### config.mk
export PLATFORM = sky130hd
export DESIGN_NAME = uart_tx_fifo
export DESIGN_NICKNAME = d
export VERILOG_FILES = /design/src/rtl/uart_tx_fifo.sv
export SDC_FILE = /design/constraint.sdc
export NUM_CORES = 1
export LEC_CHECK = 0
export CORE_MARGIN = 4
export CORE_UTILIZATION = 40
export DETAILED_ROUTE_END_ITERATION = 12
export MAX_ROUTING_LAYER = met4
export PLACE_DENSITY = 0.6
export REMOVE_ABC_BUFFERS = 1
export SKIP_CTS_REPAIR_TIMING = 1
export SYNTH_ARGS = -nofsm -noshare
export SYNTH_HDL_FRONTEND = slang
export SYNTH_SLANG_ARGS = --single-unit
export TNS_END_PERCENT = 50
### constraint.sdc
create_clock -name i_clk -period 2.35 [get_ports i_clk]
set_input_delay 0.235 -clock i_clk [delete_from_list [all_inputs] [get_ports i_clk]]
set_output_delay 0.235 -clock i_clk [all_outputs]
set_load 0.05 [all_outputs]
### src/rtl/uart_tx_fifo.sv
// rtl/uart_tx_fifo.sv - FIFO-buffered UART transmitter with runtime parity/stop selection
// Optional clear-to-send flow control is enabled by defining UART_TX_CTS_EN.
module uart_tx_fifo #(
  parameter int DATA_WIDTH = 8,
  parameter int FIFO_DEPTH = 4,
  localparam int LEVEL_W = $clog2(FIFO_DEPTH) + 1
) (
  input  logic                  i_clk,
  input  logic                  i_reset,
  input  logic [DATA_WIDTH-1:0] i_data,
  input  logic                  i_data_stb,
  output logic                  o_ready,
  output logic [LEVEL_W-1:0]    o_fifo_level,
  output logic                  o_busy,
  output logic                  o_uart_tx,
  input  logic [15:0]           i_baudrate_prescaler,
  input  logic [1:0]            i_parity,
  input  logic                  i_two_stop
`ifdef UART_TX_CTS_EN
  ,
  input  logic                  i_cts_n
`endif
);

  localparam int AW = $clog2(FIFO_DEPTH);
  localparam int BW = $clog2(DATA_WIDTH);

  typedef enum logic [2:0] {S_IDLE, S_START, S_DATA, S_PARITY, S_STOP} state_t;

  state_t                state, state_nxt;
  logic                  tx, tx_nxt;
  logic                  busy, busy_nxt;
  logic [DATA_WIDTH-1:0] shreg, shreg_nxt;
  logic [15:0]           baud_cnt, baud_nxt;
  logic [15:0]           prescale, prescale_nxt;
  logic [BW-1:0]         bit_cnt, bit_nxt;
  logic                  stop_cnt, stop_nxt;
  logic                  par_en, par_en_nxt;
  logic                  par_bit, par_bit_nxt;
  logic                  two_stop, two_stop_nxt;
  logic                  launch;
  logic                  clear_to_send;

  logic [DATA_WIDTH-1:0] mem [FIFO_DEPTH];
  logic [AW-1:0]         wr_ptr, rd_ptr;
  logic [LEVEL_W-1:0]    count, count_nxt;
  logic                  full, push, pop, can_start, bit_done;
  logic [DATA_WIDTH-1:0] head;

`ifdef UART_TX_CTS_EN
  logic [1:0] cts_sync;
  always_ff @(posedge i_clk or posedge i_reset) begin
    if (i_reset) cts_sync <= 2'b11;
    else         cts_sync <= {cts_sync[0], i_cts_n};
  end
  assign clear_to_send = ~cts_sync[1];
`else
  assign clear_to_send = 1'b1;
`endif

  assign full         = (count == LEVEL_W'(FIFO_DEPTH));
  assign o_ready      = ~full;
  assign push         = i_data_stb & ~full;
  assign pop          = launch;
  assign head         = mem[rd_ptr];
  assign o_fifo_level = count;
  assign o_busy       = busy;
  assign o_uart_tx    = tx;
  assign can_start    = (count != '0) && clear_to_send;
  assign bit_done     = (baud_cnt == 16'd0);

  always_comb begin
    count_nxt = count;
    if (push && !pop)      count_nxt = count + LEVEL_W'(1);
    else if (!push && pop) count_nxt = count - LEVEL_W'(1);
  end

  always_ff @(posedge i_clk) begin
    if (push) mem[wr_ptr] <= i_data;
  end

  always_ff @(posedge i_clk or posedge i_reset) begin
    if (i_reset) begin
      wr_ptr <= '0;
      rd_ptr <= '0;
      count  <= '0;
    end else begin
      if (push) wr_ptr <= wr_ptr + AW'(1);
      if (pop)  rd_ptr <= rd_ptr + AW'(1);
      count <= count_nxt;
    end
  end

  always_ff @(posedge i_clk or posedge i_reset) begin
    if (i_reset) begin
      state    <= S_IDLE;
      tx       <= 1'b1;
      busy     <= 1'b0;
      shreg    <= '0;
      baud_cnt <= '0;
      prescale <= '0;
      bit_cnt  <= '0;
      stop_cnt <= 1'b0;
      par_en   <= 1'b0;
      par_bit  <= 1'b0;
      two_stop <= 1'b0;
    end else begin
      state    <= state_nxt;
      tx       <= tx_nxt;
      busy     <= busy_nxt;
      shreg    <= shreg_nxt;
      baud_cnt <= baud_nxt;
      prescale <= prescale_nxt;
      bit_cnt  <= bit_nxt;
      stop_cnt <= stop_nxt;
      par_en   <= par_en_nxt;
      par_bit  <= par_bit_nxt;
      two_stop <= two_stop_nxt;
    end
  end

  always_comb begin
    state_nxt    = state;
    tx_nxt       = tx;
    shreg_nxt    = shreg;
    baud_nxt     = baud_cnt;
    bit_nxt      = bit_cnt;
    stop_nxt     = stop_cnt;
    prescale_nxt = prescale;
    par_en_nxt   = par_en;
    par_bit_nxt  = par_bit;
    two_stop_nxt = two_stop;
    launch       = 1'b0;

    if (state != S_IDLE) baud_nxt = bit_done ? prescale : baud_cnt - 16'd1;

    case (state)
      S_IDLE: begin
        tx_nxt = 1'b1;
        launch = can_start;
      end
      S_START: if (bit_done) begin
        state_nxt = S_DATA;
        tx_nxt    = shreg[0];
        shreg_nxt = shreg >> 1;
        bit_nxt   = '0;
      end
      S_DATA: if (bit_done) begin
        if (bit_cnt == BW'(DATA_WIDTH - 1)) begin
          if (par_en) begin
            state_nxt = S_PARITY;
            tx_nxt    = par_bit;
          end else begin
            state_nxt = S_STOP;
            tx_nxt    = 1'b1;
            stop_nxt  = two_stop;
          end
        end else begin
          tx_nxt    = shreg[0];
          shreg_nxt = shreg >> 1;
          bit_nxt   = bit_cnt + BW'(1);
        end
      end
      S_PARITY: if (bit_done) begin
        state_nxt = S_STOP;
        tx_nxt    = 1'b1;
        stop_nxt  = two_stop;
      end
      S_STOP: if (bit_done) begin
        if (stop_cnt)       stop_nxt = 1'b0;
        else if (can_start) launch   = 1'b1;
        else begin
          state_nxt = S_IDLE;
          tx_nxt    = 1'b1;
        end
      end
      default: state_nxt = S_IDLE;
    endcase

    // Frame start: pop the head word and freeze this frame's timing and format.
    if (launch) begin
      state_nxt    = S_START;
      tx_nxt       = 1'b0;
      shreg_nxt    = head;
      prescale_nxt = i_baudrate_prescaler;
      baud_nxt     = i_baudrate_prescaler;
      par_en_nxt   = i_parity[0] ^ i_parity[1];
      par_bit_nxt  = (^head) ^ (i_parity == 2'b01);
      two_stop_nxt = i_two_stop;
    end
  end

  assign busy_nxt = (state_nxt != S_IDLE) || (count_nxt != '0);

endmodule

; Yosys cells after proc, flatten, opt, wreduce, memory -nomap -nowiden
; Memories as Yosys holds them, arrays and structs flattened.
; Cells that the tools add are included.
[totals]
ff_bits = 59
latch_bits = 0
mem_bits_rw = 32
mem_bits_ro = 0
output_inout_bits = 6
wordCells = 113
n_memories = 1
[classes]
n_addsub = 6
multipliers = 0
div = 0
magnitude_cmp = 0
eq_ne = 21
shift = 0
n_mux = 46
bitwise = 4
reduce_logical = 21
[memory_table]
columns = name, depth, word_bits, rd, rd_ports_with_merged_regs, wr, line_no
row1 = mem, 4, 8, 1, 0, 1, 44  ; logic [DATA_WIDTH-1:0] mem [FIFO_DEPTH];
[op_table]
columns = op, count
row1 = 16-bit two-way mux, 3
row2 = 3-bit two-way mux, 14
row3 = 8-bit two-way mux, 4
row4 = "3-bit inequality test, second input constant", 7
row5 = 1-bit two-way mux, 19
row6 = 3-bit nonzero test, 6
row7 = 16-bit logical NOT, 1
row8 = 8-bit case mux with 2 select lines, 1
row9 = "16-bit by 1-bit subtractor with 16-bit output, second input constant", 1
row10 = 3-bit case mux with 5 select lines, 1
row11 = "2-bit inequality test, second input constant", 7
row12 = "3-bit equality test, second input constant", 3
row13 = 4-bit AND reduction, 2
row14 = 8-bit parity, 1
row15 = 7-bit AND reduction, 1
row16 = "3-bit by 1-bit adder with 3-bit output, second input constant", 2
row17 = "3-bit by 2-bit equality test with 1-bit output, second input constant", 2
row18 = 3-bit case mux with 2 select lines, 1
row19 = 6-bit AND reduction, 1
row20 = 6-bit nonzero test, 1
row21 = 1-bit case mux with 5 select lines, 1
row22 = "2-bit by 1-bit adder with 2-bit output, second input constant", 2
row23 = 2-bit nonzero test, 2
row24 = "3-bit by 1-bit equality test with 1-bit output, second input constant", 1
row25 = 11 further kinds, 14

; Logic depth before layout (Yosys ltp)
[logic_depth]
ltp_word = 10
depth_mapped = 11
depth_no_buf = 8

; Worst setup path before layout
; OpenSTA, ideal clock, no wires.
[synth_timing]
path_kind = reg2reg
startpoint = register count[0], in the netlist o_fifo_level[0]
endpoint = register busy, in the netlist o_busy
setup_ps = 139
arrival_ps = 2702
t_required_ps = 2211
setup_slack_ps = -491
stages_incl_launch_ff = 10
synth_period_minus_slack_ps = 2841
path_cell_list = dfrtp_1 -> inv_1 -> ha_1 -> nand2_1 -> and2_1 -> clkbuf_1 -> nand2b_1 -> mux2i_1 -> xor2_1 -> or4_1
[synth_rtl]
columns = item, line_no
row1 = from (decl), 46  ; logic [LEVEL_W-1:0] count, count_nxt;
row2 = from (signal assigned), 90  ; count <= count_nxt;
row3 = 3-bit equality test *, 61  ; assign full = (count == LEVEL_W'(FIFO_DEPTH));
row4 = 1-bit inverter *, -
row5 = via o_ready, 12  ; output logic o_ready,
row6 = 1-bit bitwise AND *, 63  ; assign push = i_data_stb & ~full;
row7 = 1-bit logical NOT, 75  ; else if (!push && pop) count_nxt = count - LEVEL_W'(1);
row8 = 1-bit logical AND, 75
row9 = 3-bit two-way mux, 75
row10 = 3-bit two-way mux *, 74  ; if (push && !pop) count_nxt = count + LEVEL_W'(1);
row11 = via count_nxt[2], 46
row12 = 3-bit nonzero test *, 193  ; assign busy_nxt = (state_nxt != S_IDLE) || (count_nxt != '0);
row13 = 1-bit logical OR *, 193
row14 = via busy_nxt, 32  ; logic busy, busy_nxt;
row15 = to (signal assigned), 110  ; busy <= busy_nxt;
row16 = to (decl), 32
; Mark *: on every way through the listed nets, which the timed path passes. The rest lies on a longest branch.
; A chain may end at the register's enable or synchronous reset.

; Final worst setup path
[layout_timing]
startpoint = register bit_cnt[0]
endpoint = register busy, in the netlist o_busy
[layout_via]
elab_chain_cells = 7
[layout_lines]
columns = item, line_no
row1 = from (decl), 36  ; logic [BW-1:0] bit_cnt, bit_nxt;
row2 = from (signal assigned), 114  ; bit_cnt <= bit_nxt;
row3 = 3-bit equality test, 149  ; if (bit_cnt == BW'(DATA_WIDTH - 1)) begin
row4 = 3-bit two-way mux, 149
row5 = 3-bit two-way mux, 148  ; S_DATA: if (bit_done) begin
row6 = 3-bit case mux with 5 select lines, 137  ; case (state)
row7 = 3-bit two-way mux, 181  ; if (launch) begin
row8 = 3-bit nonzero test, 193
row9 = 1-bit logical OR, 193
row10 = via busy_nxt, 32
; The timed path passes the listed nets, and every way through them passes these cells.

==> run metrics <==
clk_lat worst skew approximately 400 ps; count of unique library cells instantiated by Yosys 56; CTS tree yes; GRT Residual Overflow 0; detailed router's first-iteration violation count 96; Die Wd 114 um; slowest stage cell, crit path or4_4; startpoint types register; leading area contributor after synthesis dfrtp_1; clock sink total 91; Setup WS pre-CTS -199 ps; R2R depth 7; period utilization 103%; failing checks negative setup slack; outcome complete, but fails checks; initial antenna violation count 0; Core Box Area 0.0109 mm2; LEAKAGE 2.37 nW; GRT Total Usage 17.2%; CP top delay family simple AND/OR/NAND/NOR gates; Finished Layout Cells 645; ant diodes 0; Ports 36; GP Congestion between 0.8 and 0.9; Final WS setup -61.3 ps; PwrDens 777 mW/mm2; RSZ-0062 raised after global routing yes; max-slew violation count 0; Post-synth EDFFs 32; final wirelength 9960 um; H-tree depth 3; fillcell total around 990; total CTS buffers 9; clock root cell clkbuf_8; nets@finish 541; row count 38; Post-Syn Instances 420; cells along the critical path ha_1, ha_2, a21oi_2, nor2_1, or4_4, a311o_1, or4_1; largest net degree at the start of global routing 60; flop2flop setup slack -60 ps; relative slew slack around two thirds; post-synthesis sequential area ratio 54.6%; die area 0.0129 mm2; area of the mapped netlist ~0.0045 mm2; iteration count of the initial detailed-routing pass 4; Setup CP Type register to register; share of cells above drive strength 1 20.4%; CP max stage delay 480 ps; Sequential Area 0.00244 mm2; WL per Instance 15.4 um; DP Cell Count 627; Worst Skew 12.8 ps; fin crit period ~2400 ps; Peak VDD IR 0.000561 V; measured slew at the worst slew-check pin between 500 and 600 ps; DR vias/cell 5.20; DRT antenna net count 0; Ys Warns 0; reg-to-reg startpoint bit_cnt[0]; crit path DAT 2670 ps; top cells by area, synth dfrtp_1 32%, edfxtp_1 22%, nand2_1 7.0%; post-synth top area share 32.5%; predominant post-synthesis flop cell dfrtp_1; first-pass GRT wire length 16,700 um; Vias 3,357; Critical Path End Type register; asr flop ratio synth 64.8%; port bufs 35; Max-Cap Viols 0; Die Height about 110 um; R2R Path End o_busy; vias in the first global route 3,401; Starting Density 41.0%; Buf/Inv on CP 0; Final Hold Fails 0; Syn-to-layout area delta 25.6%; multi-input logic area ~0.0019 mm2; Post-DP Area 0.00534 mm2; Max Clk Rate a little over 400 MHz; Req. time, crit path around 2600 ps; min-delay worst type input port to asynchronous set/reset pin; clk buf depth 2; Remaining DRCs 0; register bit total from synthesis just over 90; Fin Setup TNS -146 ps; post-route cell area 0.00561 mm2; count of final setup violators 8; HPWL after detailed placement 7030 um; Worst-path clk slew about 100 ps; crit-path max FO 2; syn avg cell area 10.6 um2
==> per-stage QoR <==
step	utilization [%]	hold WS [ps]	power, mW
2_1_floorplan	-	334	2.81
3_3_place_gp	49.0	465	3.28
3_5_place_dp	49.0	463	3.31
4_1_cts	50.8	234	4.36
5_1_grt	51.6	246	4.64
6_report	51.6	237	4.36
==> area by class of cell <==
class	count	share of cell area (%)
clock inverter	7	1.18
clock buffer	9	2.21
timing repair buffer	92	14.6
inverter	14	0.936
sequential	91	43.4
multi-input combinational	292	34.5
tap	140	3.12
==> state kept, by name, indices dropped and copies added, names as in the netlist <==
signal,count
par_bit,1
two_stop,1
shreg,8
mem,32
stop_cnt,1
o_busy,1
o_fifo_level,3
bit_cnt,3
wr_ptr,2
o_uart_tx,1
baud_cnt,16
par_en,1
prescale,16
state,3
rd_ptr,2
==> cells in the mapped netlist, drive strengths merged, types with 2 or more instances <==
cell / count
nand3b: 5
nand2: 83
a211oi: 3
inv: 14
dfrtp: 58
nor2: 27
or3: 4
nand4: 2
mux4: 8
or4: 3
mux2i: 12
a21oi: 21
o21ai: 30
a31oi: 2
nand2b: 4
clkbuf: 15
o22ai: 5
xor2: 2
nor3b: 2
edfxtp: 32
and2: 2
nand3: 7
nor4: 5
a21o: 4
and3: 5
a2bb2oi: 3
xnor2: 13
o22a: 2
buf: 8
nor3: 9
a22oi: 2
ha: 11
==> how the worst max path moves through the flow <==
stage,startpoint,to,slack (ps),cells past startpoint
floorplan,baud_cnt[0],rd_ptr[1],-1050,7
global placement,baud_cnt[0],o_busy,-140,7
detailed placement,baud_cnt[1],o_busy,-200,7
CTS,baud_cnt[0],o_busy,-220,7
global route,baud_cnt[0],shreg[4],-170,10
finish,bit_cnt[0],o_busy,-60,7
==> routing by layer <==
metal	routed length [um]	part of all wire [%]	GRT usage, %	up-vias
li1	-	-	-	1652
met1	4920	49	23.0	1647
met2	4520	45	25.4	44
met3	288	2.9	3.29	14
met4	224	2.2	8.17	0
met5	0	0	-	-
==> worst reg2reg max path: cells and delay by family (launching register included) <==
family / cells / cell delay (ps)
AO/OA/AOI/OAI: 2 / 510
adder cells (fa/ha/maj): 2 / 390
flip-flops: 1 / 400
AND/OR/NAND/NOR: 3 / 1000
==> where the power goes <==
part	internal (mW)	switching, mW
Sequential	1.90	0.128
Clock	0.412	0.636
Combinational	0.583	0.700
Total	2.90	1.46
==> logic make-up (layout without fill, tap and decap cells) <==
logic type | count (synthesis) | after routing | synth area share (%)
AO/OA/AOI/OAI | 81 | 81 | 10.9
XOR/XNOR | 15 | 15 | 2.94
flip-flops | 91 | 91 | 54.6
multiplexers | 21 | 21 | 6.97
adder cells (fa/ha/maj) | 12 | 12 | 3.30
AND/OR/NAND/NOR | 163 | 163 | 17.7
buffers and inverters | 37 | 122 | 3.56
==> cell usage in the layout (no fill, tap or decap), types with 8 or more instances in the layout <==
master and n:
xnor2_1 13, inv_1 13, nor2_1 27, a21oi_1 19, clkdlybuf4s50_1 34, mux2i_1 12
clkbuf_8 9, ha_1 9, dfrtp_1 58, edfxtp_1 32, buf_4 54, nand2_1 83
mux4_2 8, o21ai_0 25
(Power assumes the default switching activity.)
